--- config.mk ---
export PLATFORM = sky130hd
export DESIGN_NAME = mfp_ahb_uart_tx
export DESIGN_NICKNAME = d
export VERILOG_FILES = /design/src/rtl/mfp_ahb_uart_tx.sv
export SDC_FILE = /design/constraint.sdc
export NUM_CORES = 1
export LEC_CHECK = 0
export BUFFER_PORTS_ARGS = -buffer_cell sky130_fd_sc_hd__buf_2
export CAP_MARGIN = 20
export CORE_ASPECT_RATIO = 1.75
export CORE_MARGIN = 5
export CORE_UTILIZATION = 40
export DETAILED_ROUTE_END_ITERATION = 10
export SYNTH_ARGS = -nofsm -noshare
export SYNTH_HDL_FRONTEND = slang
export SYNTH_SLANG_ARGS = --single-unit
--- constraint.sdc ---
create_clock -name HCLK -period 3.2 [get_ports HCLK]
set_input_delay 0.64 -clock HCLK [delete_from_list [all_inputs] [get_ports HCLK]]
set_output_delay 0.64 -clock HCLK [all_outputs]
set_load 0.01 [all_outputs]
--- src/rtl/mfp_ahb_uart_tx.sv ---
// AHB-Lite slave UART transmitter: 8-entry byte FIFO, programmable divisor, 8N1 frames.
// Define MFP_UART_TX_PARITY_EN to insert an even-parity bit (8E1, 11-bit frame).
module mfp_ahb_uart_tx #(
    parameter int FIFO_DEPTH = 8,
    parameter int DIV_RESET  = 434
) (
    input  logic        HCLK,
    input  logic        HRESETn,
    input  logic        HSEL,
    input  logic [31:0] HADDR,
    input  logic [1:0]  HTRANS,
    input  logic        HWRITE,
    input  logic [2:0]  HSIZE,
    input  logic [31:0] HWDATA,
    output logic [31:0] HRDATA,
    output logic        HREADY,
    output logic        HRESP,
    output logic        UART_TX,
    output logic        UART_TX_IRQ
);

    localparam int AW = $clog2(FIFO_DEPTH);
    localparam int CW = $clog2(FIFO_DEPTH + 1);
    localparam logic [CW-1:0] FULL_CNT = CW'(FIFO_DEPTH);

`ifdef MFP_UART_TX_PARITY_EN
    typedef enum logic [2:0] {S_IDLE, S_START, S_DATA, S_PARITY, S_STOP} state_t;
`else
    typedef enum logic [1:0] {S_IDLE, S_START, S_DATA, S_STOP} state_t;
`endif

    logic            dp_valid_q;
    logic            dp_write_q;
    logic [1:0]      dp_off_q;
    logic [7:0]      mem_q [FIFO_DEPTH];
    logic [AW-1:0]   wptr_q;
    logic [AW-1:0]   rptr_q;
    logic [CW-1:0]   count_q;
    logic [CW-1:0]   count_d;
    logic            ovf_q;
    logic [15:0]     div_q;
    state_t          state_q;
    logic            tx_q;
    logic [7:0]      shift_q;
    logic [2:0]      bitcnt_q;
    logic [15:0]     baud_q;
`ifdef MFP_UART_TX_PARITY_EN
    logic            par_q;
`endif

    logic            wr_data;
    logic            wr_status;
    logic            wr_div;
    logic            fifo_empty;
    logic            fifo_full;
    logic            busy;
    logic            bit_end;
    logic            pop;
    logic            push_ok;
    logic [15:0]     period;
    logic [7:0]      head;
    logic [31:0]     status;
    logic [31:0]     rdata;
    logic            unused_bits;

    assign unused_bits = ^{HSIZE, HADDR[31:4], HADDR[1:0], HWDATA[31:16]};

    assign wr_data    = dp_valid_q & dp_write_q & (dp_off_q == 2'd0);
    assign wr_status  = dp_valid_q & dp_write_q & (dp_off_q == 2'd1);
    assign wr_div     = dp_valid_q & dp_write_q & (dp_off_q == 2'd2);
    assign fifo_empty = (count_q == '0);
    assign fifo_full  = (count_q == FULL_CNT);
    assign busy       = (state_q != S_IDLE);
    assign period     = (div_q < 16'd2) ? 16'd2 : div_q;
    assign bit_end    = (baud_q == 16'd0);
    assign head       = mem_q[rptr_q];

    // The shifter reloads from the FIFO either when idle or right at the end of a stop bit.
    assign pop = ~fifo_empty &
                 ((state_q == S_IDLE) | ((state_q == S_STOP) & bit_end));
    assign push_ok = wr_data & (~fifo_full | pop);

    always_ff @(posedge HCLK) begin
        if (!HRESETn) begin
            dp_valid_q <= 1'b0;
            dp_write_q <= 1'b0;
            dp_off_q   <= 2'd0;
        end else begin
            dp_valid_q <= HSEL & HTRANS[1];
            dp_write_q <= HWRITE;
            dp_off_q   <= HADDR[3:2];
        end
    end

    always_ff @(posedge HCLK) begin
        if (!HRESETn) begin
            ovf_q <= 1'b0;
            div_q <= 16'(DIV_RESET);
        end else begin
            if (wr_div)
                div_q <= HWDATA[15:0];
            if (wr_data & ~push_ok)
                ovf_q <= 1'b1;
            else if (wr_status & HWDATA[3])
                ovf_q <= 1'b0;
        end
    end

    always_ff @(posedge HCLK) begin
        if (push_ok)
            mem_q[wptr_q] <= HWDATA[7:0];
    end

    always_comb begin
        count_d = count_q;
        if (push_ok & ~pop)
            count_d = count_q + CW'(1);
        else if (pop & ~push_ok)
            count_d = count_q - CW'(1);
    end

    always_ff @(posedge HCLK) begin
        if (!HRESETn) begin
            wptr_q  <= '0;
            rptr_q  <= '0;
            count_q <= '0;
        end else begin
            if (push_ok)
                wptr_q <= wptr_q + AW'(1);
            if (pop)
                rptr_q <= rptr_q + AW'(1);
            count_q <= count_d;
        end
    end

    always_ff @(posedge HCLK) begin
        if (!HRESETn) begin
            state_q  <= S_IDLE;
            tx_q     <= 1'b1;
            shift_q  <= 8'd0;
            bitcnt_q <= 3'd0;
            baud_q   <= 16'd0;
`ifdef MFP_UART_TX_PARITY_EN
            par_q    <= 1'b0;
`endif
        end else begin
            unique case (state_q)
                S_IDLE: begin
                    if (pop) begin
                        state_q <= S_START;
                        tx_q    <= 1'b0;
                        shift_q <= head;
                        baud_q  <= period - 16'd1;
`ifdef MFP_UART_TX_PARITY_EN
                        par_q   <= ^head;
`endif
                    end
                end
                S_START: begin
                    if (bit_end) begin
                        state_q  <= S_DATA;
                        tx_q     <= shift_q[0];
                        shift_q  <= {1'b0, shift_q[7:1]};
                        bitcnt_q <= 3'd0;
                        baud_q   <= period - 16'd1;
                    end else begin
                        baud_q <= baud_q - 16'd1;
                    end
                end
                S_DATA: begin
                    if (bit_end) begin
                        baud_q <= period - 16'd1;
                        if (bitcnt_q == 3'd7) begin
`ifdef MFP_UART_TX_PARITY_EN
                            state_q <= S_PARITY;
                            tx_q    <= par_q;
`else
                            state_q <= S_STOP;
                            tx_q    <= 1'b1;
`endif
                        end else begin
                            tx_q     <= shift_q[0];
                            shift_q  <= {1'b0, shift_q[7:1]};
                            bitcnt_q <= bitcnt_q + 3'd1;
                        end
                    end else begin
                        baud_q <= baud_q - 16'd1;
                    end
                end
`ifdef MFP_UART_TX_PARITY_EN
                S_PARITY: begin
                    if (bit_end) begin
                        state_q <= S_STOP;
                        tx_q    <= 1'b1;
                        baud_q  <= period - 16'd1;
                    end else begin
                        baud_q <= baud_q - 16'd1;
                    end
                end
`endif
                S_STOP: begin
                    if (bit_end) begin
                        if (pop) begin
                            state_q <= S_START;
                            tx_q    <= 1'b0;
                            shift_q <= head;
                            baud_q  <= period - 16'd1;
`ifdef MFP_UART_TX_PARITY_EN
                            par_q   <= ^head;
`endif
                        end else begin
                            state_q <= S_IDLE;
                        end
                    end else begin
                        baud_q <= baud_q - 16'd1;
                    end
                end
                default: begin
                    state_q <= S_IDLE;
                    tx_q    <= 1'b1;
                end
            endcase
        end
    end

    assign status = {16'd0, 8'(count_q), 4'd0, ovf_q, busy, fifo_empty, fifo_full};

    always_comb begin
        rdata = 32'd0;
        if (dp_valid_q & ~dp_write_q) begin
            case (dp_off_q)
                2'd1:    rdata = status;
                2'd2:    rdata = {16'd0, div_q};
                default: rdata = 32'd0;
            endcase
        end
    end

    assign HRDATA      = rdata;
    assign HREADY      = 1'b1;
    assign HRESP       = 1'b0;
    assign UART_TX     = tx_q;
    assign UART_TX_IRQ = fifo_empty & ~busy;

endmodule

==> metrics.yaml <==
combPwrFrac: 0.421
grt_pass1_vias: 5463
ys.flop_type: "edfxtp_1"
power_switching_share: 0.385
r2r-start: "baud_q[1]"
worstSkewPairLatency_ps: 430
synth-edff-count: 64
firstDrtPassIters: 5
clk_pin_slew_ps: 70
cts_tree: "done"
ant_nets: 0
clock_sinks: 128
p_switching_mw: 2.68
power_mw: 6.96
yosys-top-cells-area: "edfxtp_1 29%, dfxtp_1 19%, mux4_2 5.5%, nand2_1 3.8%, mux2i_1 3.8%"
via_per_inst: 5.64
ios: 109
status: "complete, no violations"
synth-seq-area-share: 0.487
timing.fmax_mhz: 317
min-delay-start: "HADDR[2]"
hold_violations: 0
die_x_um: 107
wire_per_inst_um: 19.6
drive_gt1_frac: 0.251
netlist_top_cells_count: "67 x nand2_1, 64 x dfxtp_1, 64 x edfxtp_1"
grt_overflow: 0
worstSetupEndpointType: "flop"
fin_skew_ps: 16.8
ys_seq_elements: 128
syn_to_final_growth_pct: 22.3
worst-path-max-fanout: 3
rsz0062_at_grt: "true"
start_util: 0.404
nets: 823
cts_made_buffers: 17
tightest_slew_ps: 1010
dieHeight_um: 180
relSlewSlack: 0.325
power.leakage_nw: 3.08
fill_cells: 1504
grt_usage: 0.196
vias: 5286
hpwl_um: 13400
vdd_drop_max_v: 0.000368
critPathLaunchType: "flop"
grt_start_max_net_pins: 33
timing.final.crit_share: 0.986
port_buffers: 40
cts_root_buffer: "clkbuf_16"
rows: 62
syn_area_per_cell_sq_um: 10.3
worstHoldPathType: "in -> reg"
n_antenna_cell: 0
maxSlewViolCount: 0
stdcell_area_sq_um: 8040
grt_pass1_wl_um: 29100
max_cap_violations: 0
dr.first_iter.drc_count: 307
yosysTopAreaCell: "edfxtp_1"
gp_congestion: 0.888
clkPwrFrac: 0.287
layout_min_cycle_time_ps: 3150
internal_power_mw: 4.28
place_area_sq_um: 7310
cts_buffer_depth: 2
setup_viol: 0
core_area_sq_um: 16300
sequentialPowerShare: 0.292
synth.cell_area_sq_um: 6580
die-area_sq_um: 19200
synth-async-reset-ratio: 0
cts_htree_levels: 4
crit_start: "baud_q[1]"
ys_types: 61
synthCells: 640
yosysMostFrequentCell: "nand2_1"
antenna_found_initial: 0
drc: 0
crit_type: "reg -> reg"
ys_warn_count: 0
crit_arrival_ps: 3510
totalWireLength_um: 18300
synth_top_area_share: 0.292
cp.required_ps: 3550
powerDensity_nw_per_um2: 865
-- stage by stage --
step / hold WS, ps / instances / utilization / setup slack, ps / setup TNS [ps]
3_3_place_gp: 447 / 902 / 0.449 / 109 / 0
2_1_floorplan: 436 / 656 / - / -32.1 / -32.1
6_report: 432 / 937 / 0.494 / 45.3 / 0
4_1_cts: 426 / 934 / 0.486 / 10.7 / 0
5_1_grt: 437 / 937 / 0.494 / -60.4 / -60.4
3_5_place_dp: 466 / 902 / 0.449 / 15.9 / 0
-- layer usage --
metal	part of all wire	wire, um	GRT usage
met1	0.36	6630	0.208
met3	0.035	640	0.0341
met4	0.064	1170	0.122
met5	0	0	0
met2	0.54	9880	0.351
-- path summary, 6_finish.rpt --
kind | slack [ps] | endpoint | cells after the start
setup / recovery | 50 | count_q[3] | 15
setup reg to reg | 50 | count_q[3] | 15
hold reg to reg | 480 | ovf_q | 2
hold / removal | 430 | dp_off_q[0] | 2
-- repair_timing --
action,in CTS,in global routing
gates resized for setup,1,20
endpoints found under the hold margin,0,0
pin swaps,0,8
setup buffers,0,3
setup endpoints to repair,1,5
hold buffers,0,0
-- sequential cells by signal (all words and copies together), names as in the netlist, 3 cells and up, named ones only --
| signal | cells |
|---|---|
| bitcnt_q | 3 |
| mem_q | 64 |
| baud_q | 16 |
| count_q | 4 |
| shift_q | 8 |
| rptr_q | 3 |
| wptr_q | 3 |
| div_q | 16 |
-- critical path, cell delays in order (launching register included) --
cell,delay (ps)
dfxtp_2,330
inv_2,80
ha_4,130
or3b_4,400
nor4_4,410
buf_4,180
a22o_1,150
inv_2,70
ha_4,170
inv_4,60
ha_4,190
a21o_1,160
a21oi_2,150
xnor2_1,100
or3_1,360
a21oi_2,120
-- placed cells by master (no fill, tap or decap), types with 5 or more instances in the layout --
| master | netlist | routed |
|---|---|---|
| buf_4 | 19 | 70 |
| nand2_1 | 67 | 67 |
| edfxtp_1 | 64 | 64 |
| dfxtp_1 | 64 | 62 |
| nor2_1 | 63 | 62 |
| buf_2 | 9 | 40 |
| a21oi_1 | 40 | 38 |
| mux2i_1 | 25 | 25 |
| o21ai_0 | 25 | 24 |
| nand3_1 | 21 | 21 |
| nor3_1 | 21 | 21 |
| conb_1 | 2 | 18 |
| clkbuf_16 | 0 | 17 |
| mux4_2 | 16 | 16 |
| xnor2_1 | 15 | 15 |
| and2_1 | 13 | 13 |
| ha_1 | 17 | 13 |
| nor4_1 | 13 | 11 |
| a22oi_1 | 10 | 10 |
| or3_1 | 9 | 9 |
| xor2_1 | 9 | 9 |
| inv_1 | 10 | 7 |
| inv_8 | 0 | 7 |
| nand2b_1 | 6 | 6 |
| o22ai_1 | 6 | 6 |
| or4_1 | 6 | 5 |
| o211ai_1 | 5 | 5 |
| o31ai_1 | 5 | 5 |
-- area by class of cell --
class,instances,area [sq um],area share
Clock buffer,17,425,0.0529
Clock inverter,15,185,0.0230
Inverter,11,43.8,0.00544
Multi-Input combinational cell,464,3220,0.400
Sequential cell,128,3210,0.399
Tap cell,192,240,0.0299
Timing Repair Buffer,110,726,0.0902
-- power groups by stage --
stage | clock network [mW] | registers (mW) | logic, mW
detailed placement | 0 | 2.06 | 2.83
finish | 2.00 | 2.03 | 2.93
global placement | 0 | 2.05 | 2.77
floorplan | 0 | 2.04 | 2.05
global route | 2.10 | 2.05 | 3.21
CTS | 2.02 | 2.03 | 2.85
-- cells by family (layout without fill, tap and decap cells) --
group,after synthesis,count (layout),synth area share
other,2,18,0.00114
buffers and inverters,64,153,0.0491
AOI/OAI and AO/OA,121,121,0.119
DFF,128,128,0.487
and+or+nand+nor,242,242,0.183
xor gates and xnor gates,24,24,0.0320
muxes,41,41,0.0928
adders and majority gates,18,18,0.0354
No activity file was read; power rests on OpenSTA's default activity.
